## config.mk

```make
export PLATFORM = sky130hd
export DESIGN_NAME = pc_fetch_unit
export DESIGN_NICKNAME = d
export VERILOG_FILES = /design/src/rtl/pc_fetch_unit.sv
export SDC_FILE = /design/constraint.sdc
export NUM_CORES = 1
export LEC_CHECK = 0
export CAP_MARGIN = 0
export CORE_MARGIN = 2
export CORE_UTILIZATION = 50
export DETAILED_ROUTE_END_ITERATION = 10
export GPL_TIMING_DRIVEN = 0
export PLACE_DENSITY = 0.81
export SLEW_MARGIN = 5
export SYNTH_ARGS = -nofsm -noshare
export SYNTH_HDL_FRONTEND = slang
export SYNTH_SLANG_ARGS = --single-unit
```

## constraint.sdc

```tcl
create_clock -name clk -period 2.6 [get_ports clk]
set_input_delay 0.26 -clock clk [delete_from_list [all_inputs] [get_ports clk]]
set_output_delay 0.26 -clock clk [all_outputs]
set_load 0.02 [all_outputs]
```

## src/rtl/pc_fetch_unit.sv

```systemverilog
// PC register, instruction-memory fetch handshake and IF/ID register with stall, redirect and interrupt handling.
// Optional FETCH_PERF_CNT_EN adds fetch/wait performance counters.
module pc_fetch_unit #(
  parameter logic [29:0] RESET_PC = 30'h00000C00,
  parameter logic [29:0] EXC_VEC  = 30'h00001060
) (
  input  logic        clk,
  input  logic        rst,
  input  logic [29:0] npc_in,
  input  logic        redirect,
  input  logic        stall,
  input  logic        int_req,
  output logic        im_req,
  output logic [29:0] im_addr,
  input  logic        im_ready,
  input  logic [31:0] im_rdata,
  output logic [29:0] pc,
  output logic [29:0] if_pc,
  output logic [31:0] if_instr,
  output logic        if_valid,
  output logic [29:0] epc_out
`ifdef FETCH_PERF_CNT_EN
  ,
  output logic [31:0] fetch_cnt,
  output logic [31:0] wait_cnt
`endif
);

  localparam int unsigned AW = 30;
  localparam int unsigned DW = 32;

  typedef enum logic [1:0] {
    IDLE  = 2'd0,
    FETCH = 2'd1,
    HOLD  = 2'd2,
    DRAIN = 2'd3
  } state_e;

  state_e        state_q, state_d;
  logic [AW-1:0] pc_q, pc_d;
  logic [AW-1:0] if_pc_q, if_pc_d;
  logic [DW-1:0] if_instr_q, if_instr_d;
  logic          if_valid_q, if_valid_d;
  logic [AW-1:0] epc_q, epc_d;
  logic [DW-1:0] buf_q, buf_d;
  logic [AW-1:0] tgt_q, tgt_d;
  logic          im_req_q, im_req_d;

  logic          evt_c;
  logic [AW-1:0] target_c;
  logic          load_c;
  logic [DW-1:0] load_instr_c;

  // Next-state and datapath: interrupt beats redirect beats normal sequencing.
  always_comb begin
    state_d      = state_q;
    pc_d         = pc_q;
    if_pc_d      = if_pc_q;
    if_instr_d   = if_instr_q;
    if_valid_d   = if_valid_q;
    epc_d        = epc_q;
    buf_d        = buf_q;
    tgt_d        = tgt_q;
    evt_c        = 1'b0;
    target_c     = npc_in;
    load_c       = 1'b0;
    load_instr_c = im_rdata;

    if (state_q != IDLE) begin
      if (int_req) begin
        evt_c    = 1'b1;
        target_c = EXC_VEC;
        epc_d    = if_valid_q ? if_pc_q : pc_q;
      end else if (redirect && !stall) begin
        evt_c = 1'b1;
      end
    end

    case (state_q)
      IDLE: state_d = FETCH;
      FETCH: begin
        if (evt_c) begin
          if_valid_d = 1'b0;
          if (im_ready) begin
            pc_d = target_c;
          end else begin
            tgt_d   = target_c;
            state_d = DRAIN;
          end
        end else if (im_ready && !stall) begin
          load_c = 1'b1;
        end else if (im_ready && stall) begin
          buf_d   = im_rdata;
          state_d = HOLD;
        end else if (!im_ready && !stall) begin
          if_valid_d = 1'b0;
        end
      end
      HOLD: begin
        if (evt_c) begin
          if_valid_d = 1'b0;
          pc_d       = target_c;
          state_d    = FETCH;
        end else if (!stall) begin
          load_c       = 1'b1;
          load_instr_c = buf_q;
          state_d      = FETCH;
        end
      end
      DRAIN: begin
        if (evt_c) begin
          if_valid_d = 1'b0;
          tgt_d      = target_c;
        end
        // A target arriving in the same cycle as the stale word wins over the latched one.
        if (im_ready) begin
          pc_d    = evt_c ? target_c : tgt_q;
          state_d = FETCH;
        end
      end
      default: state_d = IDLE;
    endcase

    if (load_c) begin
      if_instr_d = load_instr_c;
      if_pc_d    = pc_q;
      if_valid_d = 1'b1;
      pc_d       = pc_q + AW'(1);
    end

    im_req_d = (state_d == FETCH) || (state_d == DRAIN);
  end

  always_ff @(posedge clk) begin
    if (!rst) begin
      state_q    <= IDLE;
      pc_q       <= RESET_PC;
      if_pc_q    <= '0;
      if_instr_q <= '0;
      if_valid_q <= 1'b0;
      epc_q      <= '0;
      buf_q      <= '0;
      tgt_q      <= '0;
      im_req_q   <= 1'b0;
    end else begin
      state_q    <= state_d;
      pc_q       <= pc_d;
      if_pc_q    <= if_pc_d;
      if_instr_q <= if_instr_d;
      if_valid_q <= if_valid_d;
      epc_q      <= epc_d;
      buf_q      <= buf_d;
      tgt_q      <= tgt_d;
      im_req_q   <= im_req_d;
    end
  end

  assign im_req   = im_req_q;
  assign im_addr  = pc_q;
  assign pc       = pc_q;
  assign if_pc    = if_pc_q;
  assign if_instr = if_instr_q;
  assign if_valid = if_valid_q;
  assign epc_out  = epc_q;

`ifdef FETCH_PERF_CNT_EN
  logic [31:0] fetch_cnt_q, fetch_cnt_d;
  logic [31:0] wait_cnt_q, wait_cnt_d;

  // Delivered instructions and IM wait cycles, both free-running modulo 2^32.
  always_comb begin
    fetch_cnt_d = fetch_cnt_q;
    wait_cnt_d  = wait_cnt_q;
    if (load_c) fetch_cnt_d = fetch_cnt_q + 32'(1);
    if (im_req_q && !im_ready) wait_cnt_d = wait_cnt_q + 32'(1);
  end

  always_ff @(posedge clk) begin
    if (!rst) begin
      fetch_cnt_q <= '0;
      wait_cnt_q  <= '0;
    end else begin
      fetch_cnt_q <= fetch_cnt_d;
      wait_cnt_q  <= wait_cnt_d;
    end
  end

  assign fetch_cnt = fetch_cnt_q;
  assign wait_cnt  = wait_cnt_q;
`endif

endmodule

```

== Word-level counts from Yosys, hierarchy flattened ==
Index checks and enable logic that the tools add are counted.
Word-level totals
  flip-flop bits (word level): 188
  input bits: 68
  output and inout port bits: 154
  logic and storage cells: 84
Operators by class
  add/sub/neg operators: 1
  eq/ne operators: 15
  muxes and demuxes: 39
  bitwise gates (word level): 2
  reduce and logical (&&, ||, !) cells: 18
Operators with widths (count)
  $mux W30: 11
  $mux W32: 3
  $pmux W30 S3: 1
  $pmux W30 S2: 1
  $add A30 B1 Y30 const B: 1
  $mux W2: 7
  $mux W1: 13
  $ne A3 B3 Y1 const B: 4
  $ne A4 B4 Y1 const B: 3
  $reduce_and A5 Y1: 2
  $pmux W2 S4: 1
  $eq A2 B2 Y1 const B: 3
  $eq A2 B1 Y1 const B: 2
  $logic_and A1 B1 Y1: 4
  $ne A2 B2 Y1 const B: 2
  $pmux W1 S2: 2
  $reduce_and A4 Y1: 1
  $reduce_bool A2 Y1: 2
  $reduce_bool A4 Y1: 1
  $ne A3 B1 Y1 const B: 1
  $reduce_and A3 Y1: 1
  $reduce_bool A3 Y1: 1
  $logic_not A1 Y1: 2
  $logic_not A2 Y1: 1
  4 further kinds: 5

== Longest topological paths before layout ==
  depth after elaboration: 9
  gate-level depth with buffers: 11
  mapped depth without buffers: 7

== Least setup slack after synthesis ==
Ideal clock, no wire load.
  path kind: flip-flop to flip-flop
  start: register state_q[0]
  end: register pc_q[21] (netlist: im_addr[21])
  setup time: 0.120 ns
  arrival time: 2.413 ns
  required time: 2.480 ns
  setup slack: 0.067 ns
  stages on the path, launching flop included: 11
  path buffers: 3
  clock period less this slack: 2.533 ns
  path through: dfxtp_1 -> inv_1 -> ha_1 -> buf_6 -> or3b_1 -> buf_2 -> a311oi_4 -> a21oi_2 -> buf_6 -> o21a_1 -> o31a_1
Between the ends
  word-level cells in the longest chain between the ends: 6
  elaborated cells on any way between the ends: 22
  those cells by class: 7 x eq/ne; 12 x mux; 3 x reduce/logical
Ends and longest elaborated chain
  from (decl): RTL line 39  | state_e state_q, state_d;
  from (signal assigned): RTL line 146  | state_q <= state_d;
  $reduce_bool A2 Y1: RTL line 69  | if (state_q != IDLE) begin
  $mux W1 / $mux W30 (equally long branches): RTL line 69
  $mux W1, or another cell as far along: RTL line 100  | if (evt_c) begin
  $pmux W1 S2, or another cell as far along: RTL line 79  | case (state_q)
  $ne A3 B3 Y1 (no source line), or another cell as far along
  $reduce_and A5 Y1 (no source line) / $mux W30 (equally long branches)
  to (signal assigned): RTL line 147  | pc_q <= pc_d;
  to (decl): RTL line 40  | logic [AW-1:0] pc_q, pc_d;
Several ways; a longest one is shown, not always the timed one. The select of a mux whose other input is x is not followed.
A chain may end at the register's enable or synchronous reset.

== Final worst setup path ==
  start: register state_q[0]
  end: register pc_q[20] (netlist: im_addr[20])
Same word-level chain as after synthesis.

==> metrics.txt <==
drt pass-1 iters=7; Avg WL per Cell=19.2 um; status=complete, no violations; Final Critical Period=2.55 ns; Crit path depth=10; CTS root buffer=clkbuf_16; clock sinks=187; largest net degree at the start of global routing=20; design area=0.0121 sq mm; grt met2 use=0.488; ratio of final minimum period to clock period=0.981; RSZ-0062 raised after global routing=true; worst hold stages=2; ratio of cells with drive above 1 in the final layout=0.113; Die Footprint=0.0188 sq mm; GRT busiest layer=met2; Worst Setup End Kind=flop; Max Clk Rate=392 MHz; syn_area_per_cell=8.48 sq um; Slowest cell on crit path=mux2i_1; core area=0.0173 sq mm; fin util=0.701; DIE WIDTH=137 um; total gr overflow=0; H-tree depth=4; gpl congestion=0.968; CP Launch Type=flop; vias in the first global route=8168; DPL Wire Length=21600 um; clock share of power=0.360; Worst Tran Pin Value=0.814 ns; WL final=29400 um; worst min path class=in -> reg; Max-Cap Viols=0; P_int=4.91 mW; Synth Cell Area=0.00887 sq mm; fraction of registers with async set/reset=0; top cell type's share of synthesized area=0.422; Vias/cell=5.88; # fillers=1439; leakage power=4.45 nW; FF+latch area=0.00375 sq mm; NetSw=2.16 mW; Crit path largest cell delay=0.40 ns; Final Max Slew Viols=0; Multi-input gate area=0.00457 sq mm; Yosys reg bits=187; Ports=222; most frequent CP cell=buf_6; register clock-pin slew on the reported worst setup and hold paths=0.07 ns; Slew Limit Headroom=0.458; Worst Hold Endpoint=im_addr[29]; top cells by area, synth=dfxtp_1, mux2i_1, nand2_1, a21oi_1, a211oi_1; worst path cell trace=inv_1 -> ha_1 -> buf_6 -> or3b_1 -> buf_2 -> nand2_4 -> buf_6 -> mux2i_1 -> o22a_1 -> a211oi_1; num rows=48; final hold viol count=0; CP Max Fanout=10; Setup TNS Final=0 ns; logic gate share of total power=0.194; TritonCTS clock tree=done; end of the worst register-to-register path=im_addr[20]; Post-synth top flop=dfxtp_1; Die Y=137 um; Synth cell types=71; Final ANT Viol Nets=0; hold path startpoint=rst; fin nets=1364; critical path's top delay family=buffers and inverters; area delta synth->final=36.6%; CTS buffer count=17; clk_skew=0.00866 ns; Crit Path Class=reg -> reg; synthesized netlist cell count=1047; reg2reg path depth=10; Max clock buf depth=2; register area share after synthesis=0.422; routed via count=8984; cell taking the most area after synthesis=dfxtp_1; Starting DRT DRC Count=784; Port Buffers=220; CP arrival=2.85 ns; initial core utilization=0.513; Buf+Inv Stages, Crit Path=4; worst endpoint required time=2.90 ns; pwr dens=583 mW/mm^2; routing usage on met1=0.413; reg2reg start=state_q[0]; yosys warns=0; initial antenna violation count=1; syn_nets=1121; Final setup viols=0; clk_lat worst skew=0.44 ns; Post-Place Cell Area=0.0114 sq mm; number of synthesized flops with an enable pin=0; routing usage on met3=0.0769; gr usage total=0.307; sw frac=0.305; Post-route DRC=0; Max VDD drop=465 uV; r2r setup slk=0.05 ns; Flop pwr share=0.446; global-route wire length before repair=44600 um
placed cells by master, fill, tap and decap left out, drive strengths merged, types with 3 or more instances in the layout:
cell,synthesis,final
a211oi,65,65
a21oi,102,102
a22oi,19,19
a311oi,3,3
a32o,3,3
and2,5,5
and3,4,4
and4,6,6
buf,60,65
clkbuf,59,75
clkdlybuf4s50,0,220
clkinv,1,5
dfxtp,187,187
ha,6,6
inv,12,21
mux2i,85,85
nand2,157,157
nand2b,4,4
nand3,27,27
nand4,13,13
nor2,105,105
nor3,9,9
nor4,7,7
o211ai,7,7
o21a,6,6
o21ai,19,19
o221a,8,8
o221ai,3,3
o22a,3,3
o22ai,7,7
o31a,4,4
o32a,5,5
o32ai,7,7
or2,3,3
or4,3,3
cells by family (layout without fill, tap and decap cells):
| family | count (synthesis) | after routing | share of synthesized area |
|---|---|---|---|
| simple gates | 353 | 353 | 0.177 |
| compound gates | 282 | 282 | 0.219 |
| flops | 187 | 187 | 0.422 |
| buf+inv | 132 | 388 | 0.0747 |
| mux | 87 | 87 | 0.0984 |
| fa+ha+maj | 6 | 6 | 0.00846 |
| other cells | 0 | 1 | 0 |
per-stage QoR:
stage	hold slack [ns]	setup WS, ns	cells	total power [mW]
after floorplan	0.396	0.0670	1047	3.90
final	0.328	0.0493	1529	7.06
after global routing	0.342	-0.00392	1528	7.30
after CTS	0.310	-0.00117	1524	7.04
after detailed placement	0.444	-0.369	1492	4.52
after global placement	0.437	-0.332	1492	4.51
sequential cells by signal, summed over array words and instances, names as in the netlist:
name	flops
buf_q	32
epc_out	30
if_instr	32
if_pc	30
if_valid	1
im_addr	30
state_q	2
tgt_q	30
area by class of cell:
type	instances	share of cell area
clock inverter	15	0.0126
timing repair buffer	225	0.185
inverter	13	0.00403
antenna	1	0.000206
multi-input combinational	728	0.377
clock buffer	17	0.0351
tap	225	0.0232
buffer	118	0.0539
sequential	187	0.309
Yosys cell counts, types with 4 or more instances:
cell,count
a211oi_1,64
a21oi_1,101
a22oi_1,18
and2_1,4
and3_1,4
and4_1,6
buf_1,4
buf_2,20
buf_4,34
clkbuf_1,59
dfxtp_1,187
ha_1,6
inv_1,12
mux2i_1,85
nand2_1,155
nand2b_1,4
nand3_1,27
nand4_1,12
nor2_1,104
nor3_1,9
nor4_1,6
o211ai_1,6
o21a_1,6
o21ai_0,16
o221a_2,7
o22ai_1,7
o31a_1,4
o32a_1,5
o32ai_1,7
worst register-to-register path: cells and delay by family, from the launching register on:
family                   cells  cell delay (ns)
AND/OR/NAND/NOR              2             0.51
AO/OA/AOI/OAI                2             0.27
flip-flops                   1             0.39
adder cells (fa/ha/maj)      1             0.21
buffers and inverters        4             0.63
multiplexers                 1             0.41
worst max path at each step:
stage / startpoint / to / slack (ns)
floorplan: state_q[0] / im_addr[21] / 0.07
global placement: state_q[0] / im_addr[4] / -0.33
detailed placement: im_ready / if_instr[22] / -0.37
CTS: state_q[0] / tgt_q[17] / -0.001
global route: state_q[0] / im_addr[10] / -0.004
finish: state_q[0] / im_addr[20] / 0.05
power groups by stage:
stage / registers, mW / logic (mW) / clock network, mW
2_1_floorplan: 3.28 / 0.615 / 0
3_3_place_gp: 3.20 / 1.30 / 0
3_5_place_dp: 3.21 / 1.32 / 0
4_1_cts: 3.14 / 1.33 / 2.56
5_1_grt: 3.16 / 1.46 / 2.68
6_report: 3.15 / 1.37 / 2.54
what timing repair did:
item                       4_1_cts  5_1_grt
setup buffers                    0        5
pin swaps                        0        3
hold buffers                     0        0
setup endpoints to repair      120      108
resized for setup               23       31
cloned                           0        0
layer usage:
layer  wire length (um)  vias to the layer above
li1                   -                     4232
met1              12400                     4228
met2              13500                      478
met3               2890                       46
met4                617                        0
met5                  0                        -
Note: power is estimated with default switching activity, not from simulation.
